**src/rtl/async_fifo_pkg.sv**
```systemverilog
// Shared definitions for the async_fifo read-side drain stage.
package async_fifo_pkg;

  localparam int DEFAULT_CNT_W = 16;

  typedef enum logic [1:0] {
    OCC_EMPTY = 2'd0,
    OCC_ONE   = 2'd1,
    OCC_TWO   = 2'd2
  } occ_e;

  // Number of words held for a given occupancy state.
  function automatic logic [1:0] occ_level(input occ_e s);
    return 2'(s);
  endfunction

endpackage

```
**src/rtl/async_fifo_rd_stream_skid_buf2.sv**
```systemverilog
// Two-entry valid/ready skid buffer: push lands at the tail, pop removes the head.
module skid_buf2
  import async_fifo_pkg::*;
#(
  parameter int WIDTH = 5
) (
  input  logic             clk_i,
  input  logic             rst_i,
  input  logic             clr_i,
  input  logic             push_i,
  input  logic             pop_i,
  input  logic [WIDTH-1:0] din_i,
  output logic             valid_o,
  output logic [WIDTH-1:0] dout_o,
  output occ_e             occ_o
);

  occ_e             occ_q, occ_d;
  logic [WIDTH-1:0] head_q, head_d;
  logic [WIDTH-1:0] tail_q, tail_d;

  always_ff @(posedge clk_i) begin
    // NOTE: the data entries are reset along with the state so the head reads 0 out of reset.
    if (rst_i) begin
      occ_q  <= OCC_EMPTY;
      head_q <= '0;
      tail_q <= '0;
    end else begin
      occ_q  <= occ_d;
      head_q <= head_d;
      tail_q <= tail_d;
    end
  end

  always_comb begin
    // NOTE: every signal assigned here gets a default first, so no latch can be inferred.
    occ_d  = occ_q;
    head_d = head_q;
    tail_d = tail_q;
    if (clr_i) begin
      occ_d = OCC_EMPTY;
    end else begin
      case (occ_q)
        OCC_EMPTY: if (push_i) begin
          occ_d  = OCC_ONE;
          head_d = din_i;
        end
        OCC_ONE: begin
          if (push_i && pop_i) begin
            head_d = din_i;
          end else if (push_i) begin
            occ_d  = OCC_TWO;
            tail_d = din_i;
          end else if (pop_i) begin
            occ_d = OCC_EMPTY;
          end
        end
        OCC_TWO: if (pop_i) begin
          occ_d  = OCC_ONE;
          head_d = tail_q;
        end
        default: occ_d = OCC_EMPTY;
      endcase
    end
  end

  always_comb begin
    valid_o = (occ_q != OCC_EMPTY);
    dout_o  = head_q;
    occ_o   = occ_q;
  end

endmodule

```
**src/rtl/async_fifo_rd_stream.sv**
```systemverilog
// Drains async_fifo in the read domain: issues r_en, absorbs the one-cycle read
// latency and re-presents the words as a valid/ready stream through a 2-entry skid buffer.
module async_fifo_rd_stream
  import async_fifo_pkg::*;
#(
  parameter int WIDTH = 5,
  parameter int CNT_W = DEFAULT_CNT_W
) (
  input  logic             r_clk,
  input  logic             r_rst,
  input  logic             flush,
  output logic             fifo_r_en,
  input  logic [WIDTH-1:0] fifo_dat,
  input  logic             fifo_empty,
  output logic             m_valid,
  output logic [WIDTH-1:0] m_data,
  input  logic             m_ready,
  output logic [CNT_W-1:0] m_count,
  output logic             busy
);

  occ_e             occ;
  logic             inflight_q, inflight_d;
  logic [CNT_W-1:0] count_q, count_d;
  logic             m_fire;
  logic             land;
  logic [2:0]       committed;

  assign m_fire = m_valid && m_ready;

  // Slots still spoken for after this edge; a new read may only claim a free one.
  assign committed = 3'(occ_level(occ)) + 3'(inflight_q) - 3'(m_fire);
  assign fifo_r_en = !r_rst && !flush && !fifo_empty && (committed < 3'd2);

  // No read is issued on the flush cycle, so the edge after a flush never has a landing.
  assign land = inflight_q && !flush;

  always_comb begin
    inflight_d = fifo_r_en && !fifo_empty;
    count_d    = count_q;
    if (m_fire && (count_q != '1)) count_d = count_q + CNT_W'(1);
  end

  always_ff @(posedge r_clk) begin
    if (r_rst) begin
      inflight_q <= 1'b0;
      count_q    <= '0;
    end else begin
      inflight_q <= inflight_d;
      count_q    <= count_d;
    end
  end

  skid_buf2 #(.WIDTH(WIDTH)) u_skid (
    .clk_i  (r_clk),
    .rst_i  (r_rst),
    .clr_i  (flush),
    .push_i (land),
    .pop_i  (m_fire),
    .din_i  (fifo_dat),
    .valid_o(m_valid),
    .dout_o (m_data),
    .occ_o  (occ)
  );

  assign m_count = count_q;
  assign busy    = (occ != OCC_EMPTY) || inflight_q;

endmodule

```
**config.mk**
```make
export PLATFORM = sky130hd
export DESIGN_NAME = async_fifo_rd_stream
export DESIGN_NICKNAME = d
export VERILOG_FILES = /design/src/rtl/async_fifo_pkg.sv /design/src/rtl/async_fifo_rd_stream_skid_buf2.sv /design/src/rtl/async_fifo_rd_stream.sv
export SDC_FILE = /design/constraint.sdc
export NUM_CORES = 1
export LEC_CHECK = 0
export CELL_PAD_IN_SITES_DETAIL_PLACEMENT = 1
export CELL_PAD_IN_SITES_GLOBAL_PLACEMENT = 1
export CORE_MARGIN = 2
export CORE_UTILIZATION = 41
export DETAILED_ROUTE_END_ITERATION = 8
export PLACE_DENSITY = 0.95
export SLEW_MARGIN = 10
export SYNTH_ARGS = -nofsm -noshare
export SYNTH_HDL_FRONTEND = slang
export SYNTH_HIERARCHICAL = 1
export SYNTH_SLANG_ARGS = --single-unit
```
**constraint.sdc**
```tcl
create_clock -name r_clk -period 5.4 [get_ports r_clk]
set_input_delay 1.08 -clock r_clk [delete_from_list [all_inputs] [get_ports r_clk]]
set_output_delay 1.08 -clock r_clk [all_outputs]
set_load 0.1 [all_outputs]
```
==> results.json, run 1 <==
{
  "status": "complete, no violations",
  "worst_setup_path_startpoint": "m_ready",
  "synth-async-reset-ratio_pct": 0,
  "syn_area_per_cell_um2": 9.20,
  "holdCritStartpoint": "u_skid/tail_q[3]$_SDFFE_PP0P_",
  "p_int_uw": 345,
  "swShare_pct": 24.9,
  "insertion_delay_ns": 0.29,
  "sort_of_element_at_the_end_of_the_critical_path": "output pin",
  "synth_seq_area_share_pct": 36.5,
  "finalNetCount": 222,
  "minimum_clock_period_after_layout_ns": 4.61,
  "synth_top_area_share_pct": 36.5,
  "critical_path_peak_fanout": 12,
  "area.sequential_um2": 581,
  "nFillCells": 426,
  "detail_route.wl_per_cell_um": 17.3,
  "final_min_period_over_clock_period_pct": 85.4,
  "cts.reportedPaths.clkPinSlew_ns": 0.06,
  "synth.yosys.warnings": 6,
  "cts_inserted_buffers": 5,
  "dieArea_um2": 4400,
  "syn_area_um2": 1590,
  "detail_route.wirelength_um": 4470,
  "cts.sink_count": 29,
  "root_buffer_cell": "sky130_fd_sc_hd__clkbuf_8",
  "synthDistinctLibCells": 41,
  "final_layout_size_suffix_gt1_share_pct": 9.52,
  "io_buffers": 33,
  "synth_nets": 186,
  "synth_seq_cells": 29,
  "min_delay_worst_type": "register to register",
  "fin_tns_setup_ns": 0,
  "multiInputGateArea_um2": 983,
  "grt_overflow": 0,
  "dpl.hpwl_um": 3000,
  "finalHoldViolations": 0,
  "peakVddDrop_v": 0.000141,
  "first_global_vias": 1474,
  "worstHoldEndpoint": "u_skid/tail_q[3]$_SDFFE_PP0P_",
  "post_synth_most_frequent_cells": "sky130_fd_sc_hd__dfxtp_1 (29), sky130_fd_sc_hd__a21oi_1 (15), sky130_fd_sc_hd__a211oi_1 (11), sky130_fd_sc_hd__nor2_1 (9)",
  "pwr-share-clk_pct": 43.9,
  "start_util_pct": 43.1,
  "power_density_nw_per_um2": 219,
  "gp_congestion": 0.728,
  "most_frequent_cell_after_synthesis": "sky130_fd_sc_hd__dfxtp_1",
  "tritoncts": "done",
  "power.static_leakage_nw": 0.728,
  "maximum_number_of_pins_on_one_net_before_global_route_repair": 36,
  "finish.cell_count_without_fillers": 258,
  "design.core.area_um2": 3690,
  "combinationalPowerShare_pct": 9.1,
  "timing.critical_path.required_ns": 4.32,
  "grt_setup_unrepaired": "no",
  "detail_route.drc_violations": 0,
  "area_growth_pct": 31.7,
  "finalClockSkew_ns": 0.00691,
  "syn_inst": 173,
  "post_cts_resize_count": 0,
  "synth_flop_cell": "sky130_fd_sc_hd__dfxtp_1",
  "io_pins": 34,
  "share_seq_of_total_power_pct": 47.1,
  "detailed_route_vias_per_instance": 5.86,
  "dr.first_iter.drc_count": 112,
  "synth_largest_area_cell": "sky130_fd_sc_hd__dfxtp_1",
  "max-slew-margin-rel_pct": 34.6,
  "setup_viol_count_final": 0,
  "cts_hold_buf": 0,
  "cp-start-kind": "input port",
  "num_antenna_cells": 0,
  "die-width_um": 66.3,
  "slew_violations": 0,
  "worstReg2RegStart": "u_skid/occ_o[1]$_SDFFE_PP0P_",
  "worst_path_arrival_time_ns": 3.53,
  "grt_first_pass_wirelength_um": 7300,
  "worstHoldPathCells": 2,
  "clock_tree.htree_level_count": 2,
  "drt_first_pass_iters": 4,
  "synth_edf_count": 0,
  "fmax_mhz": 217,
  "max-clock-path-buffers": 2,
  "grt_usage_pct": 22.4,
  "core.rowCount": 22,
  "number_of_cells_in_the_design_after_placement": 250,
  "worst_r2r_path_depth": 8,
  "slew_worst_pin_ns": 0.978,
  "vias_after_detailed_routing": 1512,
  "power.net_switching_uw": 114,
  "max_cap_viols": 0,
  "die_h_um": 66.3,
  "synth.area.top_cells": "sky130_fd_sc_hd__dfxtp_1 (36%), sky130_fd_sc_hd__a211oi_1 (5.2%), sky130_fd_sc_hd__a21oi_1 (4.7%)",
  "timing.reg2reg.setup_slack_ns": 2.81,
  "worstReg2RegEnd": "inflight_q$_SDFF_PP0_",
  "cts_setup_buffers": 0,
  "grt_antenna_before_repair": 0,
  "criticalPathCategory": "input port to output pin",
  "postRouteAntennaNets": 0
}
## cell families (layout without fill, tap and decap cells)
kind of cell	after synthesis	count (layout)	share of synthesized area (%)
adders and majority gates	3	3	2.83
buffers and inverters	11	48	2.67
muxes	13	13	8.88
xor gates and xnor gates	1	1	0.550
DFF	29	29	36.5
and+or+nand+nor	71	71	30.3
AOI/OAI and AO/OA	45	45	18.3
## cell type report
type | count | share of cell area, %
Clock buffer | 7 | 4.60
Clock inverter | 1 | 0.239
Timing Repair Buffer | 34 | 16.6
Multi-Input combinational cell | 133 | 46.9
Sequential cell | 29 | 27.7
Tap cell | 48 | 2.87
Inverter | 6 | 1.07
## sequential cells by signal, indices dropped and copies added, names as in the netlist
register       flops
u_skid/dout_o      5
m_count           16
u_skid/occ_o       2
u_skid/tail_q      5
inflight_q         1
## per-layer routing
metal / global-route usage [%] / vias up / routed length [µm] / share of wire, %
li1: - / 728 / - / -
met4: 9.44 / 0 / 90 / 2.0
met3: 6.98 / 7 / 217 / 4.9
met5: 0 / - / 0 / 0
met2: 36.8 / 40 / 2200 / 49
met1: 26.9 / 737 / 1960 / 44
## metrics by stage
stage	setup WS [ns]	hold slack [ns]	area, µm²	total power, mW	util (%)
finish	0.786	0.476	2100	0.460	56.8
global route	0.627	0.514	2100	0.478	56.8
CTS	0.795	0.476	2100	0.464	56.8
detailed placement	0.824	0.468	1990	0.263	54.1
global placement	0.900	0.461	1990	0.262	54.1
floorplan	0.547	0.453	1610	0.246	-
## worst max-delay path, stage by stage
cell and delay [ns]:
sky130_fd_sc_hd__clkdlybuf4s50_1 0.50, sky130_fd_sc_hd__nand2_1 0.13, sky130_fd_sc_hd__inv_1 0.30, sky130_fd_sc_hd__ha_1 0.29
sky130_fd_sc_hd__nand2b_1 0.15, sky130_fd_sc_hd__fa_1 0.49, sky130_fd_sc_hd__nand2b_1 0.10, sky130_fd_sc_hd__nor4_4 0.27
sky130_fd_sc_hd__buf_12 0.21
## power groups by stage
stage	clock network [mW]	logic [mW]	registers (mW)
3_5_place_dp	0	0.0415	0.221
3_3_place_gp	0	0.0407	0.221
6_report	0.202	0.0417	0.216
5_1_grt	0.217	0.0445	0.216
4_1_cts	0.206	0.0419	0.216
2_1_floorplan	0	0.0183	0.228
## cell usage in the layout (no fill, tap or decap), types with 2 or more instances in the layout
cell type | netlist | routed
sky130_fd_sc_hd__or2_1 | 2 | 2
sky130_fd_sc_hd__nand2_1 | 6 | 6
sky130_fd_sc_hd__dfxtp_1 | 29 | 29
sky130_fd_sc_hd__or3_1 | 4 | 4
sky130_fd_sc_hd__o31ai_1 | 7 | 7
sky130_fd_sc_hd__nand3b_1 | 6 | 6
sky130_fd_sc_hd__nand4_1 | 4 | 4
sky130_fd_sc_hd__a21oi_1 | 15 | 15
sky130_fd_sc_hd__nor3_1 | 2 | 2
sky130_fd_sc_hd__and3_1 | 2 | 2
sky130_fd_sc_hd__mux2i_1 | 7 | 7
sky130_fd_sc_hd__a211oi_1 | 11 | 11
sky130_fd_sc_hd__or4_1 | 6 | 6
sky130_fd_sc_hd__nor4_1 | 4 | 3
sky130_fd_sc_hd__nand2b_1 | 6 | 6
sky130_fd_sc_hd__nor2_1 | 9 | 9
sky130_fd_sc_hd__a21o_1 | 2 | 2
sky130_fd_sc_hd__inv_1 | 6 | 6
sky130_fd_sc_hd__nand3_1 | 4 | 4
sky130_fd_sc_hd__ha_1 | 2 | 2
sky130_fd_sc_hd__clkbuf_8 | 0 | 7
sky130_fd_sc_hd__o21ai_0 | 7 | 7
sky130_fd_sc_hd__clkdlybuf4s50_1 | 0 | 32
sky130_fd_sc_hd__mux2_1 | 4 | 4
sky130_fd_sc_hd__nor4_2 | 2 | 2
sky130_fd_sc_hd__and4bb_1 | 2 | 2
sky130_fd_sc_hd__nor2b_1 | 5 | 5
## worst max path at each step
stage,end,cells past startpoint
2_1_floorplan,fifo_r_en,8
3_3_place_gp,fifo_r_en,9
3_5_place_dp,fifo_r_en,9
4_1_cts,fifo_r_en,9
5_1_grt,fifo_r_en,9
6_report,fifo_r_en,9
Note: power is estimated with default switching activity, not from simulation.
==> inputs of run 2 (changes only) <==
--- a/config.mk
+++ b/config.mk
@@ -5,14 +5,15 @@
 export SDC_FILE = /design/constraint.sdc
 export NUM_CORES = 1
 export LEC_CHECK = 0
+export CAP_MARGIN = 5
 export CELL_PAD_IN_SITES_DETAIL_PLACEMENT = 1
 export CELL_PAD_IN_SITES_GLOBAL_PLACEMENT = 1
 export CORE_MARGIN = 2
-export CORE_UTILIZATION = 41
+export CORE_UTILIZATION = 39
 export DETAILED_ROUTE_END_ITERATION = 8
-export PLACE_DENSITY = 0.95
+export GPL_ROUTABILITY_DRIVEN = 0
+export PLACE_DENSITY = 0.94
 export SLEW_MARGIN = 10
 export SYNTH_ARGS = -nofsm -noshare
 export SYNTH_HDL_FRONTEND = slang
-export SYNTH_HIERARCHICAL = 1
 export SYNTH_SLANG_ARGS = --single-unit
==> run 2 against run 1 <==
  * Fmax up 5.0%
  * Power up 16%
  * Hold slack better by 0.037 ns
  * Cell count down 5.4%
  * Routed wire length down 6.7%
  * Largest power group is now clock
  * Sequential power about the same
  * Sequential share of layout area up 2.0 points
  * Synthesized cell count down 5.2%
  * Clock power up 32%
  * Via count down 7.1%
  * Global-route usage down 1.3 points
==> results.json, run 2 <==
{
  "status": "complete, no violations",
  "finalNetCount": 207,
  "power_density_nw_per_um2": 273,
  "grt_first_pass_wirelength_um": 6840,
  "detail_route.drc_violations": 0,
  "cts_hold_buf": 0,
  "die-width_um": 65.1,
  "number_of_cells_in_the_design_after_placement": 236,
  "maximum_number_of_pins_on_one_net_before_global_route_repair": 34,
  "cts_setup_buffers": 0,
  "syn_inst": 164,
  "minimum_clock_period_after_layout_ns": 4.39,
  "max_cap_viols": 0,
  "area_growth_pct": 34.0,
  "start_util_pct": 40.1,
  "fmax_mhz": 228,
  "max-slew-margin-rel_pct": 32.2,
  "peakVddDrop_v": 0.000169,
  "synth_largest_area_cell": "sky130_fd_sc_hd__dfxtp_1",
  "postRouteAntennaNets": 0,
  "finish.cell_count_without_fillers": 244,
  "synth_seq_area_share_pct": 39.9,
  "first_global_vias": 1465,
  "final_min_period_over_clock_period_pct": 81.3,
  "post_cts_resize_count": 0,
  "worst_path_arrival_time_ns": 3.31,
  "layout.cells.most_common": "sky130_fd_sc_hd__clkdlybuf4s50_1",
  "synth.yosys.warnings": 0,
  "max-clock-path-buffers": 2,
  "criticalPathCategory": "input port to output pin",
  "dr.first_iter.drc_count": 34,
  "io_pins": 34,
  "most-common-layout-cells": "sky130_fd_sc_hd__clkdlybuf4s50_1 (32), sky130_fd_sc_hd__dfxtp_1 (29), sky130_fd_sc_hd__a21oi_1 (17)",
  "cts.reportedPaths.clkPinSlew_ns": 0.06,
  "final_layout_size_suffix_gt1_share_pct": 10.7,
  "io_buffers": 33,
  "grt_usage_pct": 21.1,
  "min_delay_worst_type": "register to register",
  "synth.area.top_cells": "sky130_fd_sc_hd__dfxtp_1 (40%), sky130_fd_sc_hd__mux2i_1 (8.2%), sky130_fd_sc_hd__a21oi_1 (5.8%)",
  "sort_of_element_at_the_end_of_the_critical_path": "output pin",
  "power.static_leakage_nw": 0.674,
  "dpl.hpwl_um": 2920,
  "detailed_route_vias_per_instance": 5.75,
  "synth_nets": 176,
  "cts_inserted_buffers": 5,
  "slew_worst_pin_ns": 1.01,
  "tritoncts": "done",
  "slew_violations": 0,
  "syn_area_um2": 1460,
  "insertion_delay_ns": 0.29,
  "fin_tns_setup_ns": 0,
  "num_antenna_cells": 0,
  "synth-async-reset-ratio_pct": 0,
  "synthDistinctLibCells": 42,
  "synth_edf_count": 0,
  "critical_path_peak_fanout": 8,
  "cp-start-kind": "input port",
  "clock_tree.htree_level_count": 2,
  "finalHoldViolations": 0,
  "grt_overflow": 0,
  "post_synth_most_frequent_cells": "sky130_fd_sc_hd__dfxtp_1 (29), sky130_fd_sc_hd__a21oi_1 (17), sky130_fd_sc_hd__mux2i_1 (12), sky130_fd_sc_hd__nor2_1 (11), sky130_fd_sc_hd__clkbuf_1 (8)",
  "core.rowCount": 22,
  "nFillCells": 434,
  "vias_after_detailed_routing": 1404,
  "setup_viol_count_final": 0,
  "grt_antenna_before_repair": 0,
  "detail_route.wl_per_cell_um": 17.1,
  "synth_top_area_share_pct": 39.9,
  "cts.sink_count": 29,
  "detail_route.wirelength_um": 4170,
  "drt_first_pass_iters": 4,
  "root_buffer_cell": "sky130_fd_sc_hd__clkbuf_8",
  "synth_seq_cells": 29,
  "design.core.area_um2": 3630,
  "largest_register_ff_count": 16,
  "die_h_um": 65.1,
  "grt_setup_unrepaired": "no",
  "syn_area_per_cell_um2": 8.88,
  "synth_flop_cell": "sky130_fd_sc_hd__dfxtp_1",
  "timing.critical_path.required_ns": 4.32,
  "dieArea_um2": 4240,
  "finalClockSkew_ns": 0.00794,
  "most_frequent_cell_after_synthesis": "sky130_fd_sc_hd__dfxtp_1"
}
-- run 2: cell types whose count changed after synthesis, sizes merged, moves of 4 or more --
| cell | previous run | this run |
|---|---|---|
| a211oi | 12 | 2 |
| mux2i | 7 | 12 |
| nand2b | 6 | 2 |
| a311oi | 0 | 5 |
| clkbuf | 4 | 8 |
| o31ai | 7 | 3 |
| nand3b | 6 | 0 |
-- run 2: worst paths after layout --
| kind | startpoint | endpoint | slack, ns | cells past startpoint |
|---|---|---|---|---|
| max reg2reg | m_count[9]$_SDFFE_PP0P_ | m_count[6]$_SDFFE_PP0P_ | 3.05 | 4 |
| min | u_skid.tail_q[4]$_SDFFE_PP0P_ | u_skid.tail_q[4]$_SDFFE_PP0P_ | 0.51 | 2 |
| min reg2reg | u_skid.tail_q[4]$_SDFFE_PP0P_ | u_skid.tail_q[4]$_SDFFE_PP0P_ | 0.51 | 2 |
| max | m_ready | fifo_r_en | 1.01 | 7 |
-- run 2: kinds of logic (layout without fill, tap and decap cells) --
group                      Yosys count  count (layout)  synth area share (%)
AOI/OAI and AO/OA                   42              42                  18.4
adders and majority gates            2               2                  2.23
muxes                               15              15                  10.6
and+or+nand+nor                     61              61                  24.6
xor gates and xnor gates             1               1                 0.601
buffers and inverters               14              46                  3.78
DFF                                 29              29                  39.9
-- run 2: stage by stage --
| step | power, mW | hold slack [ns] | cell area (µm²) | utilization [%] | worst slack (ns) |
|---|---|---|---|---|---|
| final | 0.532 | 0.513 | 1950 | 53.7 | 1.01 |
| after global routing | 0.550 | 0.548 | 1950 | 53.7 | 0.798 |
| after CTS | 0.537 | 0.515 | 1950 | 53.7 | 0.987 |
| after detailed placement | 0.270 | 0.501 | 1820 | 50.0 | 0.986 |
| after global placement | 0.268 | 0.474 | 1820 | 50.0 | 1.18 |
| after floorplan | 0.253 | 0.460 | 1460 | - | 0.664 |
-- run 2: where the power goes --
group,switching (mW),internal (mW)
combinational,0.0324,0.0154
clock,0.0833,0.183
sequential,0.00186,0.216
-- run 2: worst max-delay path, stage by stage --
cell and delay [ns]:
sky130_fd_sc_hd__clkdlybuf4s50_1 0.62, sky130_fd_sc_hd__and3b_1 0.29, sky130_fd_sc_hd__o21ai_0 0.16, sky130_fd_sc_hd__fa_1 0.53
sky130_fd_sc_hd__nand2b_1 0.09, sky130_fd_sc_hd__nor4_2 0.22, sky130_fd_sc_hd__buf_4 0.33
-- run 2: routing by layer --
| metal | wire length (µm) | global-route usage [%] | vias up |
|---|---|---|---|
| met4 | 67 | 9.64 | 0 |
| met5 | 0 | 0 | - |
| met3 | 105 | 3.60 | 5 |
| li1 | - | - | 679 |
| met1 | 1830 | 24.0 | 695 |
| met2 | 2160 | 38.4 | 25 |
-- run 2: cell type report --
cell class	instances	area (µm²)	area share (%)
multi-input combinational	121	827	42.4
tap	48	60.1	3.08
sequential	29	581	29.7
clock buffer	5	68.8	3.53
timing repair buffer	34	335	17.2
inverter	4	15.0	0.769
clock inverter	3	65.1	3.33
